===== src/rtl/dhcp_client_ctrl_if.sv =====
// Signal bundle between the DHCP client controller and its receive-summary and transmit paths.
interface dhcp_client_ctrl_if;
    logic        start;
    logic        tick1s;
    logic        dhcpoffer;
    logic        dhcpacknowledge;
    logic [31:0] YIAddr;
    logic [31:0] SIAddr;
    logic [31:0] ipleasetime;
    logic        txdone;
    logic        txdiscover;
    logic        txrequest;
    logic [31:0] reqipaddr;
    logic [31:0] serveripaddr;
    logic [31:0] intipaddr;
    logic        ipvalid;
    logic        fail;
    logic [2:0]  state;

    modport master (
        output start, tick1s, dhcpoffer, dhcpacknowledge, YIAddr, SIAddr, ipleasetime, txdone,
        input  txdiscover, txrequest, reqipaddr, serveripaddr, intipaddr, ipvalid, fail, state
    );

    modport slave (
        input  start, tick1s, dhcpoffer, dhcpacknowledge, YIAddr, SIAddr, ipleasetime, txdone,
        output txdiscover, txrequest, reqipaddr, serveripaddr, intipaddr, ipvalid, fail, state
    );
endinterface


===== src/rtl/dhcp_client_ctrl.sv =====
// DHCP client sequencer: DISCOVER/OFFER/REQUEST/ACK acquisition, lease countdown, T1 renewal
// with retry timers, and a sticky FAIL state when acquisition retries are exhausted.
module dhcp_client_ctrl #(
    parameter int RETRY_SECS  = 4,
    parameter int MAX_RETRIES = 4
) (
    input  logic              clock,
    input  logic              reset,
    dhcp_client_ctrl_if.slave bus
);
    typedef enum logic [2:0] {
        ST_IDLE      = 3'd0,
        ST_SENDDISC  = 3'd1,
        ST_WAITOFFER = 3'd2,
        ST_SENDREQ   = 3'd3,
        ST_WAITACK   = 3'd4,
        ST_BOUND     = 3'd5,
        ST_RENEW     = 3'd6,
        ST_FAIL      = 3'd7
    } state_t;

    localparam int TW = $clog2(RETRY_SECS + 1);
    localparam int RW = $clog2(MAX_RETRIES + 1);
    localparam logic [TW-1:0] RETRY_T = TW'(RETRY_SECS);
    localparam logic [RW-1:0] RETRY_M = RW'(MAX_RETRIES);

    state_t        state_reg, state_next;
    logic [TW-1:0] timer_reg, timer_next;
    logic [RW-1:0] retry_reg, retry_next;
    logic [31:0]   lease_reg, lease_next;
    logic [31:0]   t1_reg, t1_next;
    logic          renew_sent_reg, renew_sent_next;
    logic [31:0]   reqip_reg, reqip_next;
    logic [31:0]   servip_reg, servip_next;
    logic [31:0]   intip_reg, intip_next;
    logic          ipvalid_reg, ipvalid_next;
    logic          txdisc_reg, txdisc_next;
    logic          txreq_reg, txreq_next;
    logic          fail_reg, fail_next;

    logic [TW-1:0] timer_inc;
    logic [RW-1:0] retry_inc;
    logic [31:0]   lease_dec;
    logic [31:0]   lease_eff;
    logic          timeout;
    logic          exhausted;
    logic          lease_infinite;
    logic          do_bind;
    logic          do_expire;

    assign timer_inc      = (timer_reg == '1) ? timer_reg : timer_reg + TW'(1);
    assign retry_inc      = (retry_reg == '1) ? retry_reg : retry_reg + RW'(1);
    assign lease_dec      = (lease_reg == 32'd0) ? 32'd0 : lease_reg - 32'd1;
    assign lease_eff      = (bus.ipleasetime == 32'd0) ? 32'd1 : bus.ipleasetime;
    assign timeout        = bus.tick1s && (timer_inc >= RETRY_T);
    assign exhausted      = (retry_inc >= RETRY_M);
    assign lease_infinite = (lease_reg == 32'hFFFF_FFFF);

    always_ff @(posedge clock) begin
        if (reset) begin
            state_reg      <= ST_IDLE;
            timer_reg      <= '0;
            retry_reg      <= '0;
            lease_reg      <= '0;
            t1_reg         <= '0;
            renew_sent_reg <= 1'b0;
            reqip_reg      <= '0;
            servip_reg     <= '0;
            intip_reg      <= '0;
            ipvalid_reg    <= 1'b0;
            txdisc_reg     <= 1'b0;
            txreq_reg      <= 1'b0;
            fail_reg       <= 1'b0;
        end else begin
            state_reg      <= state_next;
            timer_reg      <= timer_next;
            retry_reg      <= retry_next;
            lease_reg      <= lease_next;
            t1_reg         <= t1_next;
            renew_sent_reg <= renew_sent_next;
            reqip_reg      <= reqip_next;
            servip_reg     <= servip_next;
            intip_reg      <= intip_next;
            ipvalid_reg    <= ipvalid_next;
            txdisc_reg     <= txdisc_next;
            txreq_reg      <= txreq_next;
            fail_reg       <= fail_next;
        end
    end

    // Each branch honours ack/offer > txdone > tick; a lower-priority event in the same cycle is dropped.
    always_comb begin
        state_next      = state_reg;
        timer_next      = timer_reg;
        retry_next      = retry_reg;
        lease_next      = lease_reg;
        t1_next         = t1_reg;
        renew_sent_next = renew_sent_reg;
        reqip_next      = reqip_reg;
        servip_next     = servip_reg;
        intip_next      = intip_reg;
        ipvalid_next    = ipvalid_reg;
        do_bind         = 1'b0;
        do_expire       = 1'b0;

        case (state_reg)
            ST_IDLE, ST_FAIL: begin
                if (bus.start) begin
                    state_next = ST_SENDDISC;
                    retry_next = '0;
                    timer_next = '0;
                end
            end
            ST_SENDDISC: begin
                if (bus.txdone) begin
                    state_next = ST_WAITOFFER;
                    timer_next = '0;
                end
            end
            ST_WAITOFFER: begin
                if (bus.dhcpoffer) begin
                    reqip_next  = bus.YIAddr;
                    servip_next = bus.SIAddr;
                    retry_next  = '0;
                    timer_next  = '0;
                    state_next  = ST_SENDREQ;
                end else if (timeout) begin
                    retry_next = retry_inc;
                    timer_next = '0;
                    state_next = exhausted ? ST_FAIL : ST_SENDDISC;
                end else if (bus.tick1s) begin
                    timer_next = timer_inc;
                end
            end
            ST_SENDREQ: begin
                if (bus.txdone) begin
                    state_next = ST_WAITACK;
                    timer_next = '0;
                end
            end
            ST_WAITACK: begin
                if (bus.dhcpacknowledge) begin
                    do_bind = 1'b1;
                end else if (timeout) begin
                    retry_next = retry_inc;
                    timer_next = '0;
                    state_next = exhausted ? ST_FAIL : ST_SENDREQ;
                end else if (bus.tick1s) begin
                    timer_next = timer_inc;
                end
            end
            ST_BOUND: begin
                if (bus.tick1s && !lease_infinite) begin
                    lease_next = lease_dec;
                    if (lease_dec == 32'd0) begin
                        do_expire = 1'b1;
                    end else if (lease_dec <= t1_reg) begin
                        state_next      = ST_RENEW;
                        timer_next      = '0;
                        retry_next      = '0;
                        renew_sent_next = 1'b0;
                    end
                end
            end
            ST_RENEW: begin
                if (bus.dhcpacknowledge) begin
                    do_bind = 1'b1;
                end else if (bus.txdone && !renew_sent_reg) begin
                    renew_sent_next = 1'b1;
                    timer_next      = '0;
                end else if (bus.tick1s) begin
                    if (!lease_infinite) begin
                        lease_next = lease_dec;
                    end
                    if (!lease_infinite && lease_dec == 32'd0) begin
                        do_expire = 1'b1;
                    end else if (renew_sent_reg) begin
                        // Renewal never gives up: a timeout just re-arms the REQUEST.
                        if (timeout) begin
                            retry_next      = retry_inc;
                            timer_next      = '0;
                            renew_sent_next = 1'b0;
                        end else begin
                            timer_next = timer_inc;
                        end
                    end
                end
            end
            default: state_next = ST_IDLE;
        endcase

        if (do_bind) begin
            intip_next      = bus.YIAddr;
            ipvalid_next    = 1'b1;
            lease_next      = lease_eff;
            t1_next         = lease_eff >> 1;
            state_next      = ST_BOUND;
            renew_sent_next = 1'b0;
            timer_next      = '0;
        end
        if (do_expire) begin
            intip_next      = '0;
            ipvalid_next    = 1'b0;
            state_next      = ST_SENDDISC;
            retry_next      = '0;
            timer_next      = '0;
            renew_sent_next = 1'b0;
        end
    end

    always_comb begin
        txdisc_next = (state_next == ST_SENDDISC);
        txreq_next  = (state_next == ST_SENDREQ) || ((state_next == ST_RENEW) && !renew_sent_next);
        fail_next   = (state_next == ST_FAIL);
    end

    assign bus.txdiscover   = txdisc_reg;
    assign bus.txrequest    = txreq_reg;
    assign bus.reqipaddr    = reqip_reg;
    assign bus.serveripaddr = servip_reg;
    assign bus.intipaddr    = intip_reg;
    assign bus.ipvalid      = ipvalid_reg;
    assign bus.fail         = fail_reg;
    assign bus.state        = state_reg;
endmodule


===== src/flat_wrapper.sv =====
// flat-port wrapper written by rule: the top's interface ports become plain ports
module dhcp_client_ctrl_flat 
#(
    parameter int RETRY_SECS  = 4,
    parameter int MAX_RETRIES = 4
)
  (clock, reset, bus_start, bus_tick1s, bus_dhcpoffer, bus_dhcpacknowledge, bus_YIAddr, bus_SIAddr, bus_ipleasetime, bus_txdone, bus_txdiscover, bus_txrequest, bus_reqipaddr, bus_serveripaddr, bus_intipaddr, bus_ipvalid, bus_fail, bus_state);
  dhcp_client_ctrl_if bus_i ();
  input  logic clock;
  input  logic reset;
  input wire logic [$bits(bus_i.start)-1:0] bus_start;
  input wire logic [$bits(bus_i.tick1s)-1:0] bus_tick1s;
  input wire logic [$bits(bus_i.dhcpoffer)-1:0] bus_dhcpoffer;
  input wire logic [$bits(bus_i.dhcpacknowledge)-1:0] bus_dhcpacknowledge;
  input wire logic [$bits(bus_i.YIAddr)-1:0] bus_YIAddr;
  input wire logic [$bits(bus_i.SIAddr)-1:0] bus_SIAddr;
  input wire logic [$bits(bus_i.ipleasetime)-1:0] bus_ipleasetime;
  input wire logic [$bits(bus_i.txdone)-1:0] bus_txdone;
  output wire logic [$bits(bus_i.txdiscover)-1:0] bus_txdiscover;
  output wire logic [$bits(bus_i.txrequest)-1:0] bus_txrequest;
  output wire logic [$bits(bus_i.reqipaddr)-1:0] bus_reqipaddr;
  output wire logic [$bits(bus_i.serveripaddr)-1:0] bus_serveripaddr;
  output wire logic [$bits(bus_i.intipaddr)-1:0] bus_intipaddr;
  output wire logic [$bits(bus_i.ipvalid)-1:0] bus_ipvalid;
  output wire logic [$bits(bus_i.fail)-1:0] bus_fail;
  output wire logic [$bits(bus_i.state)-1:0] bus_state;
  assign bus_i.start = bus_start;
  assign bus_i.tick1s = bus_tick1s;
  assign bus_i.dhcpoffer = bus_dhcpoffer;
  assign bus_i.dhcpacknowledge = bus_dhcpacknowledge;
  assign bus_i.YIAddr = bus_YIAddr;
  assign bus_i.SIAddr = bus_SIAddr;
  assign bus_i.ipleasetime = bus_ipleasetime;
  assign bus_i.txdone = bus_txdone;
  assign bus_txdiscover = bus_i.txdiscover;
  assign bus_txrequest = bus_i.txrequest;
  assign bus_reqipaddr = bus_i.reqipaddr;
  assign bus_serveripaddr = bus_i.serveripaddr;
  assign bus_intipaddr = bus_i.intipaddr;
  assign bus_ipvalid = bus_i.ipvalid;
  assign bus_fail = bus_i.fail;
  assign bus_state = bus_i.state;
  dhcp_client_ctrl #(.RETRY_SECS(RETRY_SECS), .MAX_RETRIES(MAX_RETRIES)) u_core (.clock(clock), .reset(reset), .bus(bus_i));
endmodule

===== config.mk =====
export PLATFORM = sky130hd
export DESIGN_NAME = dhcp_client_ctrl_flat
export DESIGN_NICKNAME = d
export VERILOG_FILES = /design/src/rtl/dhcp_client_ctrl_if.sv /design/src/rtl/dhcp_client_ctrl.sv /design/src/flat_wrapper.sv
export SDC_FILE = /design/constraint.sdc
export NUM_CORES = 1
export LEC_CHECK = 0
export CAP_MARGIN = 20
export CORE_UTILIZATION = 54
export CTS_CLUSTER_SIZE = 12
export DETAILED_ROUTE_END_ITERATION = 6
export PLACE_DENSITY_LB_ADDON = 0.1
export SYNTH_ARGS = -nofsm -noshare
export SYNTH_HDL_FRONTEND = slang
export SYNTH_SLANG_ARGS = --single-unit

===== constraint.sdc =====
create_clock -name clock -period 13.2 [get_ports clock]
set_input_delay 2.64 -clock clock [delete_from_list [all_inputs] [get_ports clock]]
set_output_delay 2.64 -clock clock [all_outputs]
set_load 0.02 [all_outputs]

# --- Word-level counts from Yosys, hierarchy flattened ---
# Index checks and enable logic that the tools add are counted.
word_totals:
  regBits: 173
  in_bits: 103
  output_inout_bits: 103
op_classes:
  add_sub_neg: 3
  magnitude_cmp: 3
  eq_ne: 33
  n_mux: 72
  reduce_logical: 24
op_table:
  columns: ["operator", "count"]
  rows:
  - ["32-bit two-way mux", 8]
  - ["3-bit two-way mux", 39]
  - ["32-bit logical NOT", 3]
  - ["32-bit one-hot mux with 2 select lines", 1]
  - ["3-bit one-hot mux with 6 select lines", 2]
  - ["32-bit == test, second input constant", 1]
  - ["32-bit by 31-bit less-or-equal comparator with 1-bit output", 1]
  - ["32-bit by 1-bit subtractor with 32-bit output, second input constant", 1]
  - ["3-bit == test, second input constant", 8]
  - ["1-bit two-way mux", 19]
  - ["3-bit by 2-bit != test with 1-bit output, second input constant", 5]
  - ["3-bit one-hot mux with 5 select lines", 1]
  - ["2-bit != test, second input constant", 7]
  - ["11-bit AND reduction", 1]
  - ["10-bit AND reduction", 1]
  - ["3-bit by 2-bit == test with 1-bit output, second input constant", 3]
  - ["2-bit by 1-bit != test with 1-bit output, second input constant", 4]
  - ["2-bit OR reduction", 4]
  - ["3-bit by 1-bit adder with 3-bit output, second input constant", 2]
  - ["3-bit by 1-bit == test with 1-bit output, second input constant", 2]
  - ["3-bit greater-or-equal comparator, second input constant", 2]
  - ["3-bit by 1-bit != test with 1-bit output, second input constant", 2]
  - ["6-bit AND reduction", 1]
  - ["1-bit logical AND", 5]
  - ["other kinds (9)", 12]

# --- Logic depth before layout (Yosys ltp) ---
# Gate-level depths: netlist of run 1.
depth:
  depth_word: 16
  depth_mapped: 20
  depth_no_buf: 19

# --- Least setup slack after synthesis of run 1 ---
# Ideal clock, no wire load.
synth_timing:
  path_kind: "reg-to-reg"
  from: "register u_core.lease_reg[24]"
  to: "register u_core.txreq_reg (netlist: u_core.bus.txrequest)"
  setup_time_ns: 0.125
  t_arrival_ns: 4.194
  required_ns: 13.075
  setup_slack_ns: 8.882
  path_stages_with_launch: 18
  synth_period_minus_slack_ns: 4.318
  path_cell_list: "dfxtp_1 or4_1 or3_1 nor3_2 clkbuf_1 clkbuf_1 nor2_1 ha_1 nand3_1 nor4_1 o21ai_0 a31oi_1 o2bb2ai_1 and4_1 o21ai_2 nor2_1 o311ai_1 a21boi_1"
synth_between:
  elab_chain_len: 14
  elab_cells_between_ends: 37
synth_lines:
  columns: ["item", "line", "rtl"]
  rows:
  - ["start: declaration", "dhcp_client_ctrl.sv:30", "logic [31:0] lease_reg, lease_next;"]
  - ["start signal: assignment", "dhcp_client_ctrl.sv:78", "lease_reg <= lease_next;"]
  - ["branches (longest 13 deep; another with 32-bit by 1-bit subtractor with 32-bit output)", null, null]
  - ["1-bit logical OR *", "dhcp_client_ctrl.sv:213", "txreq_next = (state_next == ST_SENDREQ) || ((state_next == ST_RENEW) && !renew_sent_next);"]
  - ["end signal: assignment", "dhcp_client_ctrl.sv:86", "txreq_reg <= txreq_next;"]
  - ["end: declaration", "dhcp_client_ctrl.sv:38", "logic txreq_reg, txreq_next;"]
# Every way passes the cells marked *.
# A chain may end at the register's enable or synchronous reset.

# --- Worst setup path in the final report of run 1 ---
layout_timing:
  from: "register u_core.lease_reg[18]"
  to: "register u_core.fail_reg (netlist: u_core.bus.fail)"
layout_between:
  elab_chain_len: 11
  elab_cells_between_ends: 23
layout_lines:
  columns: ["item", "line", "rtl"]
  rows:
  - ["branches (longest 9 deep; another with 32-bit by 1-bit subtractor with 32-bit output)", null, null]
  - ["3-bit two-way mux *", "dhcp_client_ctrl.sv:201", "if (do_expire) begin"]
  - ["3-bit == test *", "dhcp_client_ctrl.sv:214", "fail_next = (state_next == ST_FAIL);"]
  - ["end signal: assignment", "dhcp_client_ctrl.sv:87", "fail_reg <= fail_next;"]
  - ["end: declaration", "dhcp_client_ctrl.sv:39", "logic fail_reg, fail_next;"]
# Marks and branches as above.

==> reports/metrics.cfg, run 1 <==
[floorplanning]
rows=46
coreArea_sq_um=15900
dieHeight_um=129
io_pins=206
die_x_um=129
die-area_sq_um=16700
initial_core_util=0.551

[route]
wirelength_mm=26.5
wl_per_cell_um=17.0
postRouteAntennaNets=0
drtIter0Drc=709
vias=8931
drc=0
avgViaCountPerCell=5.74
first_pass_iters=5

[pwr]
vdd_drop_max_v=0.000142
p_leak_nw=4.10
p_per_area_nw_per_um2=116
p_seq_frac=0.406
switching_share=0.291
p_sw_w=0.000386
clock_power_share=0.399
p_comb_frac=0.195
intPower_w=0.000940

[sta]
max_freq_mhz=191
slew_headroom=0.403
hold_violations=0
rsz0062_at_grt=false
tns_ns=0
slew_violations=0
min_period_ns=5.24
tightest_slew_ns=0.895
setup_violations=0
min_period_over_period=0.397
holdWs_ns=0.452
clock_skew_ns=0.0116

[finish]
drive_gt1_frac=0.0485
multiInputGateArea_sq_um=4810
final_util=0.720
nNetsFinal=1467
n_antenna_cell=0
final_cells=1557
syn_to_final_growth_pct=30.5
seqCellArea_sq_um=3460
final_cell_mix=nand2_1 (313), clkdlybuf4s50_1 (204), dfxtp_1 (173)
final_common_cell=nand2_1
fillerInstances=1357

[yosys]
ys.flop_type=dfxtp_1
synth-seq-cells=173
ys_async_sr_fraction=0
syn_area_sq_um=8760
synthCells=1178
ys_seq_area_frac=0.395
synth_edf_count=0
ys_warn_count=0
syn_nets=1317
synth_cell_types=72
avgSynthCellArea_sq_um=7.44

[worst_setup_path]
cp-end-kind=register
ff2ff_path_depth=16
cp.required_ns=13.53
worstPathMaxFanout=16
worst_setup_path_start_kind=register
worstSetupPathType=reg2reg
crit_arrival_ns=5.57

[global_route]
grt_pass1_vias=8506
grt_max_degree=82
track_usage=0.322
antenna_found_initial=0
grt_overflow=0
grt_pass1_wl_mm=42.2

[flow_run]
maxCapViolCount=0

[clock_tree]
cts_buffers=17
hold_buffers=0
clk_pin_slew_ns=0.07
htree_levels=4
cts_setup_buffers=0
clk_latency_ns=0.44
cts-resized-gates=0
cts_tree=built
cts_sinks=173
clockBufferDepth=2
root_buffer=clkbuf_16

[worst_hold_path]
whs_path_depth=2
hold_path.class=reg2reg

[status]
outcome=complete, no violations

[placement]
io_buffers=205
place.gp.congestion=0.948
hpwl_mm=18.5
dp.cells=1525

==> cells by family (layout without fill, tap and decap cells) <==
| group | count (synthesis) | after routing | share of synthesized area |
|---|---|---|---|
| compound gates | 282 | 282 | 0.190 |
| simple gates | 537 | 537 | 0.278 |
| buf+inv | 124 | 287 | 0.0578 |
| xor+xnor | 21 | 21 | 0.0210 |
| fa+ha+maj | 36 | 36 | 0.0514 |
| flops | 173 | 173 | 0.395 |
| mux | 5 | 5 | 0.00600 |
==> power by group through the flow <==
stage,Combinational (W),Sequential [W],Clock [W]
6_report,0.000258,0.000539,0.000529
5_1_grt,0.000280,0.000540,0.000559
4_1_cts,0.000255,0.000539,0.000533
3_5_place_dp,0.000253,0.000551,0
3_3_place_gp,0.000250,0.000550,0
2_1_floorplan,0.000152,0.000557,0
==> layout make-up <==
class | count | share of cell area
Clock buffer | 19 | 0.0396
Clock inverter | 13 | 0.0147
Sequential cell | 173 | 0.303
Multi-Input combinational cell | 881 | 0.421
Timing Repair Buffer | 213 | 0.185
Inverter | 42 | 0.0138
Tap cell | 216 | 0.0236
==> final timing paths <==
| path | end | slack [ns] | startpoint |
|---|---|---|---|
| worst max register to register | u_core.bus.fail | 7.96 | u_core.lease_reg[18] |
| worst min register to register | u_core.bus.intipaddr[5] | 0.45 | u_core.bus.intipaddr[5] |
| worst max-delay path | u_core.bus.fail | 7.96 | u_core.lease_reg[18] |
| worst min-delay path | u_core.bus.intipaddr[5] | 0.45 | u_core.bus.intipaddr[5] |
==> synth_stat cells (all sizes together), types with 3 or more instances <==
master,number,area (sq um)
inv,41,154
nand2,315,1190
nor4,32,228
nand4,22,138
ha,36,450
a21o,3,22.5
nor2b,7,43.8
nor3b,3,22.5
a22oi,8,60.1
buf,15,97.6
mux2i,3,30.0
nor3,23,131
o211ai,6,45.0
a21boi,3,22.5
o21a,4,30.0
nand2b,7,43.8
a21oi,166,835
or4,10,78.8
or3,7,43.8
dfxtp,173,3460
xnor2,10,87.6
a311oi,14,123
nand3,10,50.1
o221ai,3,26.3
o31ai,9,67.6
xor2,11,96.3
o311ai,4,35.0
o21ai,36,184
or2,7,46.3
a31oi,6,43.8
clkbuf,67,251
and2,5,31.3
nor2,80,300
==> worst max-delay path, cell delays in order, from the launching register on <==
cell,delay [ns]
dfxtp_1,0.41
nor4_1,0.60
nand4_1,0.56
nor3_2,0.87
buf_4,0.37
nor2_1,0.10
ha_1,0.29
a21oi_1,0.13
o21ai_0,0.11
a221oi_1,0.38
a31oi_1,0.13
o2bb2ai_1,0.17
and4_1,0.23
o21ai_2,0.10
nor2_1,0.24
o21ai_0,0.18
nor4_1,0.25
==> layer usage <==
metal  part of all wire  track usage
met1               0.39        0.363
met2               0.50        0.565
met3              0.088        0.106
met4              0.026        0.118
met5                  0            0
==> per-stage QoR <==
stage	total power [W]	setup slack, ns	instance area [sq um]
floorplan	0.000708	8.88	8760
global placement	0.000801	7.80	10800
detailed placement	0.000804	7.68	10800
CTS	0.00133	8.06	11400
global route	0.00138	7.59	11400
finish	0.00133	7.96	11400
(Power assumes the default switching activity.)
==> inputs of run 2 (changes only) <==
Settings changed: CORE_UTILIZATION 54 to 46.
Clock period 13.2 ns to 4.6 ns, I/O delays scaled along.
==> run 2 against run 1 <==
Combinational power rose to 3.0 times the previous value; fmax rose by 22%; sequential share of layout area fell by 0.71 points; global-route usage fell by 4.3 points; first-iteration DRC count fell by 29%; largest power group unchanged; flip-flop and latch count did not move; via count fell by 0.29%; critical path depth did not move; largest cell class unchanged; worst hold slack improved by 0.0016 ns; setup slack got worse by 7.7 ns.
==> reports/metrics.cfg, run 2 (synthesized netlist as in run 1, its figures left out) <==
[pwr]
p_per_area_nw_per_um2=321  ; +180%
clock_power_share=0.386  ; -0.013
intPower_w=0.00259  ; +180%
switching_share=0.311  ; +0.0193
p_leak_nw=4.25  ; +3.5%
p_sw_w=0.00117  ; +200%
p_seq_frac=0.411  ; +0.005
vdd_drop_max_v=0.000254  ; +79%
p_comb_frac=0.203  ; +0.008

[worst_setup_path]
worstPathMaxFanout=16  ; unchanged
path_common_cell=nor2_1
cp_top_family=simple AND/OR/NAND/NOR gates
cp.required_ns=4.94  ; -8.59 ns
slowest_delay_ns=0.59  ; -0.28 ns
cp_num_buf_inv=1  ; unchanged
path_cells=or4_1 > or3_1 > nor3_2 > buf_12 > nor2_1 > ha_1 > a21oi_1 > o21ai_0 > a221oi_1 > a31oi_1 > o2bb2ai_1 > and4_1 > o21ai_2 > a211o_1 > mux2i_1 > nor2_1
cp-end-kind=register
crit_arrival_ns=4.63  ; -0.94 ns
worstSetupPathType=reg2reg
worst_setup_path_start_kind=register
slowest_stage=or4_1

[sta]
tightest_slew_ns=0.788  ; -0.107 ns
hold_violations=0  ; unchanged
clock_skew_ns=0.0130  ; +0.00132 ns
slew_violations=0  ; unchanged
rsz0062_at_grt=false
setup_violations=0  ; unchanged
tns_ns=0  ; unchanged
slew_headroom=0.475  ; +0.0716
max_freq_mhz=233  ; +22%
min_period_ns=4.29  ; -0.948 ns
min_period_over_period=0.933  ; +0.536

[floorplanning]
initial_core_util=0.468  ; -0.0831
io_pins=206  ; unchanged
die_x_um=140  ; +8.2%
coreArea_sq_um=18700  ; +18%
rows=50  ; +8.7%
die-area_sq_um=19600  ; +17%
dieHeight_um=140  ; +8.2%

[global_route]
grt_max_degree=65  ; -21%
grt_pass1_wl_mm=43.3  ; +2.4%
grt_pass1_vias=8488  ; -0.21%
grt_overflow=0  ; unchanged
antenna_found_initial=0  ; unchanged
track_usage=0.279  ; -0.0433

[finish]
final_util=0.626  ; -0.0939
final_cells=1604  ; +3.0%
final_common_cell=nand2_1
final_cell_mix=nand2_1 (313), clkdlybuf4s50_1 (204), dfxtp_1 (173)
n_antenna_cell=0  ; unchanged
nNetsFinal=1496  ; +2.0%
fillerInstances=1681  ; +24%
drive_gt1_frac=0.0723  ; +0.0238
syn_to_final_growth_pct=33.6

[clock_tree]
root_buffer=clkbuf_16
htree_levels=4  ; unchanged
cts_sinks=173  ; unchanged
hold_buffers=0  ; unchanged
clk_latency_ns=0.45  ; about the same
cts_tree=built
clockBufferDepth=2  ; unchanged
clk_pin_slew_ns=0.07  ; about the same
cts_buffers=17  ; unchanged

[route]
drtIter0Drc=501  ; -29%
wl_per_cell_um=16.9  ; -0.90%
first_pass_iters=6  ; +1
avgViaCountPerCell=5.55  ; -3.2%
drc=0  ; unchanged
wirelength_mm=27.1  ; +2.1%
vias=8905  ; -0.29%
postRouteAntennaNets=0  ; unchanged

[status]
outcome=complete, no violations

[placement]
dp.cells=1570  ; +3.0%
hpwl_mm=19.4  ; +4.9%
place.gp.congestion=0.935  ; -1.4%
io_buffers=205  ; unchanged

[flow_run]
maxCapViolCount=0  ; unchanged

[worst_hold_path]
hold_path.class=reg2reg

==> run 2: cell type report <==
type                            count  area (sq um)  area share
Tap cell                          234           293      0.0250
Clock buffer                       17           425      0.0363
Sequential cell                   173          3460       0.296
Timing Repair Buffer              242          2350       0.201
Inverter                           42           158      0.0135
Multi-Input combinational cell    881          4840       0.414
Clock inverter                     15           174      0.0149
==> run 2: repair_timing <==
action	in CTS	in global routing
endpoints found under the setup margin	0	10
resized for setup	0	7
setup buffers	0	2
==> run 2: through the flow <==
stage | power [W] | hold slack [ns] | worst slack, ns | cell area [sq um]
after CTS | 0.00378 | 0.456 | 0.0556 | 11700
after floorplan | 0.00203 | 0.436 | 0.282 | 8760
after global placement | 0.00232 | 0.440 | 0.219 | 11100
after global routing | 0.00393 | 0.473 | 0.0240 | 11700
after detailed placement | 0.00233 | 0.446 | 0.0817 | 11100
final | 0.00376 | 0.454 | 0.307 | 11700
==> run 2: worst paths after layout <==
path | startpoint | endpoint | cells past startpoint | slack (ns)
worst max-delay path | u_core.lease_reg[24] | u_core.retry_reg[1] | 16 | 0.31
worst min-delay path | u_core.t1_reg[21] | u_core.t1_reg[21] | 2 | 0.45
worst max register to register | u_core.lease_reg[24] | u_core.retry_reg[1] | 16 | 0.31
worst min register to register | u_core.t1_reg[21] | u_core.t1_reg[21] | 2 | 0.45
==> run 2: power by group through the flow <==
stage	combinational, W	sequential [W]	clock (W)
3_3_place_gp	0.000742	0.00158	0
5_1_grt	0.000834	0.00155	0.00155
6_report	0.000763	0.00154	0.00145
3_5_place_dp	0.000748	0.00158	0
4_1_cts	0.000754	0.00154	0.00148
2_1_floorplan	0.000436	0.00160	0
==> run 2: worst register-to-register path, cell delays in order (launching register included) <==
cell,delay (ns)
dfxtp_1,0.38
or4_1,0.59
or3_1,0.44
nor3_2,0.32
buf_12,0.19
nor2_1,0.08
ha_1,0.29
a21oi_1,0.15
o21ai_0,0.13
a221oi_1,0.40
a31oi_1,0.13
o2bb2ai_1,0.17
and4_1,0.22
o21ai_2,0.12
a211o_1,0.37
mux2i_1,0.16
nor2_1,0.05
==> run 2: layer usage <==
metal	up-vias	track usage	wire, um
li1	4426	-	-
met1	4104	0.325	11200
met2	307	0.456	12500
met3	68	0.105	2420
met4	0	0.120	987
met5	-	0	0
==> inputs of run 3 (changes only) <==
--- a/config.mk
+++ b/config.mk
@@ -8,2 +8,3 @@
 export CAP_MARGIN = 20
+export CORE_MARGIN = 3
 export CORE_UTILIZATION = 46
@@ -12,2 +13,3 @@
 export PLACE_DENSITY_LB_ADDON = 0.1
+export SLEW_MARGIN = 20
 export SYNTH_ARGS = -nofsm -noshare
==> constraint.sdc (replaced) <==
create_clock -name clock -period 4.6 [get_ports clock]
set_input_delay 1.15 -clock clock [delete_from_list [all_inputs] [get_ports clock]]
set_output_delay 1.15 -clock clock [all_outputs]
set_load 0.02 [all_outputs]
==> run 3 against run 2 <==
Clock skew increased by 0.0020 ns; via count is 0.83% lower; setup slack got worse by 0.076 ns; sequential share of layout area is 0.11 points higher; design area down 0.38%; fmax fell by 1.7%; critical path depth up 3; final cell count decreased by 0.62%; largest cell class unchanged; sequential power hardly changed.
==> reports/metrics.cfg, run 3 (synthesized netlist as in run 1, its figures left out) <==
[global_route]
grt_pass1_wl_mm=43.6  ; +0.83%
track_usage=0.263  ; -0.0160
antenna_found_initial=0  ; unchanged
grt_overflow=0  ; unchanged
grt_max_degree=81  ; +25%
grt_pass1_vias=8572  ; +0.99%

[finish]
final_util=0.636  ; +0.0103
final_common_cell=nand2_1
n_antenna_cell=0  ; unchanged
drive_gt1_frac=0.0725  ; +0.000265
final_cell_mix=nand2_1 (313), clkdlybuf4s50_1 (204), dfxtp_1 (173)
nNetsFinal=1492  ; -0.27%
syn_to_final_growth_pct=33.1

[pwr]
p_leak_nw=4.21  ; -0.87%
total_power_w=0.00375  ; -0.21%
p_per_area_nw_per_um2=322  ; +0.17%
vdd_drop_max_v=0.000225  ; -11%

[route]
first_pass_iters=5  ; -1
wl_per_cell_um=17.3  ; +2.2%
drtIter0Drc=668  ; +33%
postRouteAntennaNets=0  ; unchanged
vias=8831  ; -0.83%
avgViaCountPerCell=5.54  ; -0.21%
wirelength_mm=27.5  ; +1.6%
drc=0  ; unchanged

[placement]
place_ws_ns=0.108  ; +0.0267 ns
place.gp.congestion=0.912  ; -2.4%
io_buffers=205  ; unchanged
hpwl_mm=19.7  ; +1.5%

[worst_hold_path]
hold_path.class=reg2reg

[clock_tree]
root_buffer=clkbuf_16
clk_latency_ns=0.44  ; about the same
htree_levels=4  ; unchanged
cts_setup_buffers=0  ; unchanged
cts_tree=built
cts_sinks=173  ; unchanged
clockBufferDepth=2  ; unchanged
cts_buffers=17  ; unchanged
clk_pin_slew_ns=0.07  ; about the same

[worst_setup_path]
worstPathMaxFanout=9  ; -7
worst_setup_path_start_kind=register
worstSetupPathType=reg2reg
cp-end-kind=register
crit_arrival_ns=4.70  ; +0.07 ns
cp.required_ns=4.93  ; about the same

[sta]
hold_violations=0  ; unchanged
clock_skew_ns=0.0149  ; +0.00196 ns
min_period_ns=4.37  ; +0.0760 ns
min_period_over_period=0.950  ; +0.0165
worst_slack_ns=0.232  ; -0.0760 ns
tns_ns=0  ; unchanged
tightest_slew_ns=0.922  ; +0.134 ns
rsz0062_at_grt=false
slew_violations=0  ; unchanged
slew_headroom=0.385  ; -0.0892
max_freq_mhz=229  ; -1.7%
setup_violations=0  ; unchanged

[status]
outcome=complete, no violations

[floorplanning]
io_pins=206  ; unchanged
initial_core_util=0.478  ; +0.00956
die-area_sq_um=20700  ; +5.8%
dieHeight_um=144  ; +2.9%
coreArea_sq_um=18300  ; -2.0%
die_x_um=144  ; +2.9%
rows=49  ; -2.0%

[flow_run]
maxCapViolCount=0  ; unchanged

[run 3: cell count changes in the layout (fill, tap and decap cells not counted), sizes merged]
cell	previous run	this run
clkinv	7	4
buf	38	34
inv	49	51
[run 3: area by class of cell]
type / count / area, sq um
Fill cell: 1626 / 6670
Inverter: 42 / 158
Sequential cell: 173 / 3460
Clock inverter: 14 / 143
Tap cell: 229 / 287
Clock buffer: 17 / 425
Timing Repair Buffer: 238 / 2300
Multi-Input combinational cell: 881 / 4890
[run 3: worst paths after layout]
path / end / slack (ns) / start / cells past startpoint
worst max-delay path: u_core.retry_reg[0] / 0.23 / u_core.lease_reg[0] / 19
worst min-delay path: u_core.bus.reqipaddr[9] / 0.45 / u_core.bus.reqipaddr[9] / 2
worst max register to register: u_core.retry_reg[0] / 0.23 / u_core.lease_reg[0] / 19
worst min register to register: u_core.bus.reqipaddr[9] / 0.45 / u_core.bus.reqipaddr[9] / 2
[run 3: metrics by stage]
step | hold slack (ns) | area (sq um) | cells
after detailed placement | 0.446 | 11000 | 1563
after floorplan | 0.436 | 8760 | 1178
after global placement | 0.440 | 11000 | 1563
after global routing | 0.467 | 11700 | 1594
final | 0.454 | 11700 | 1594
after CTS | 0.455 | 11600 | 1594
[run 3: power breakdown]
group          total [W]  leakage [nW]  internal (W)  switching [W]
combinational   0.000796          2.54      0.000348       0.000448
sequential       0.00155          1.40       0.00152      0.0000246
clock            0.00141         0.279      0.000721       0.000690
[run 3: critical path: stages, from the launching register on]
cell,delay (ns)
dfxtp_1,0.31
inv_1,0.10
ha_1,0.17
or3b_2,0.49
or4_4,0.57
or2_1,0.28
nor3_2,0.15
xnor2_1,0.14
nor2_1,0.07
ha_1,0.31
nand4_1,0.14
o21ai_0,0.10
o221ai_1,0.18
o211ai_1,0.18
o2bb2ai_2,0.18
and4_4,0.25
o21ai_4,0.10
a211o_1,0.34
xor2_1,0.16
nor2_1,0.05
[run 3: layer usage]
layer	GRT usage	routed length, um	vias to the layer above
met2	0.441	13300	277
met1	0.315	11400	4103
li1	-	-	4415
met4	0.0803	579	0
met5	0	0	-
met3	0.0949	2230	36
[run 3: repair_timing]
| action | CTS | global route |
|---|---|---|
| hold buffers | 0 | 0 |
| hold endpoints to repair | 0 | 0 |
| setup endpoints to repair | 0 | 12 |
| gates resized for setup | 0 | 14 |
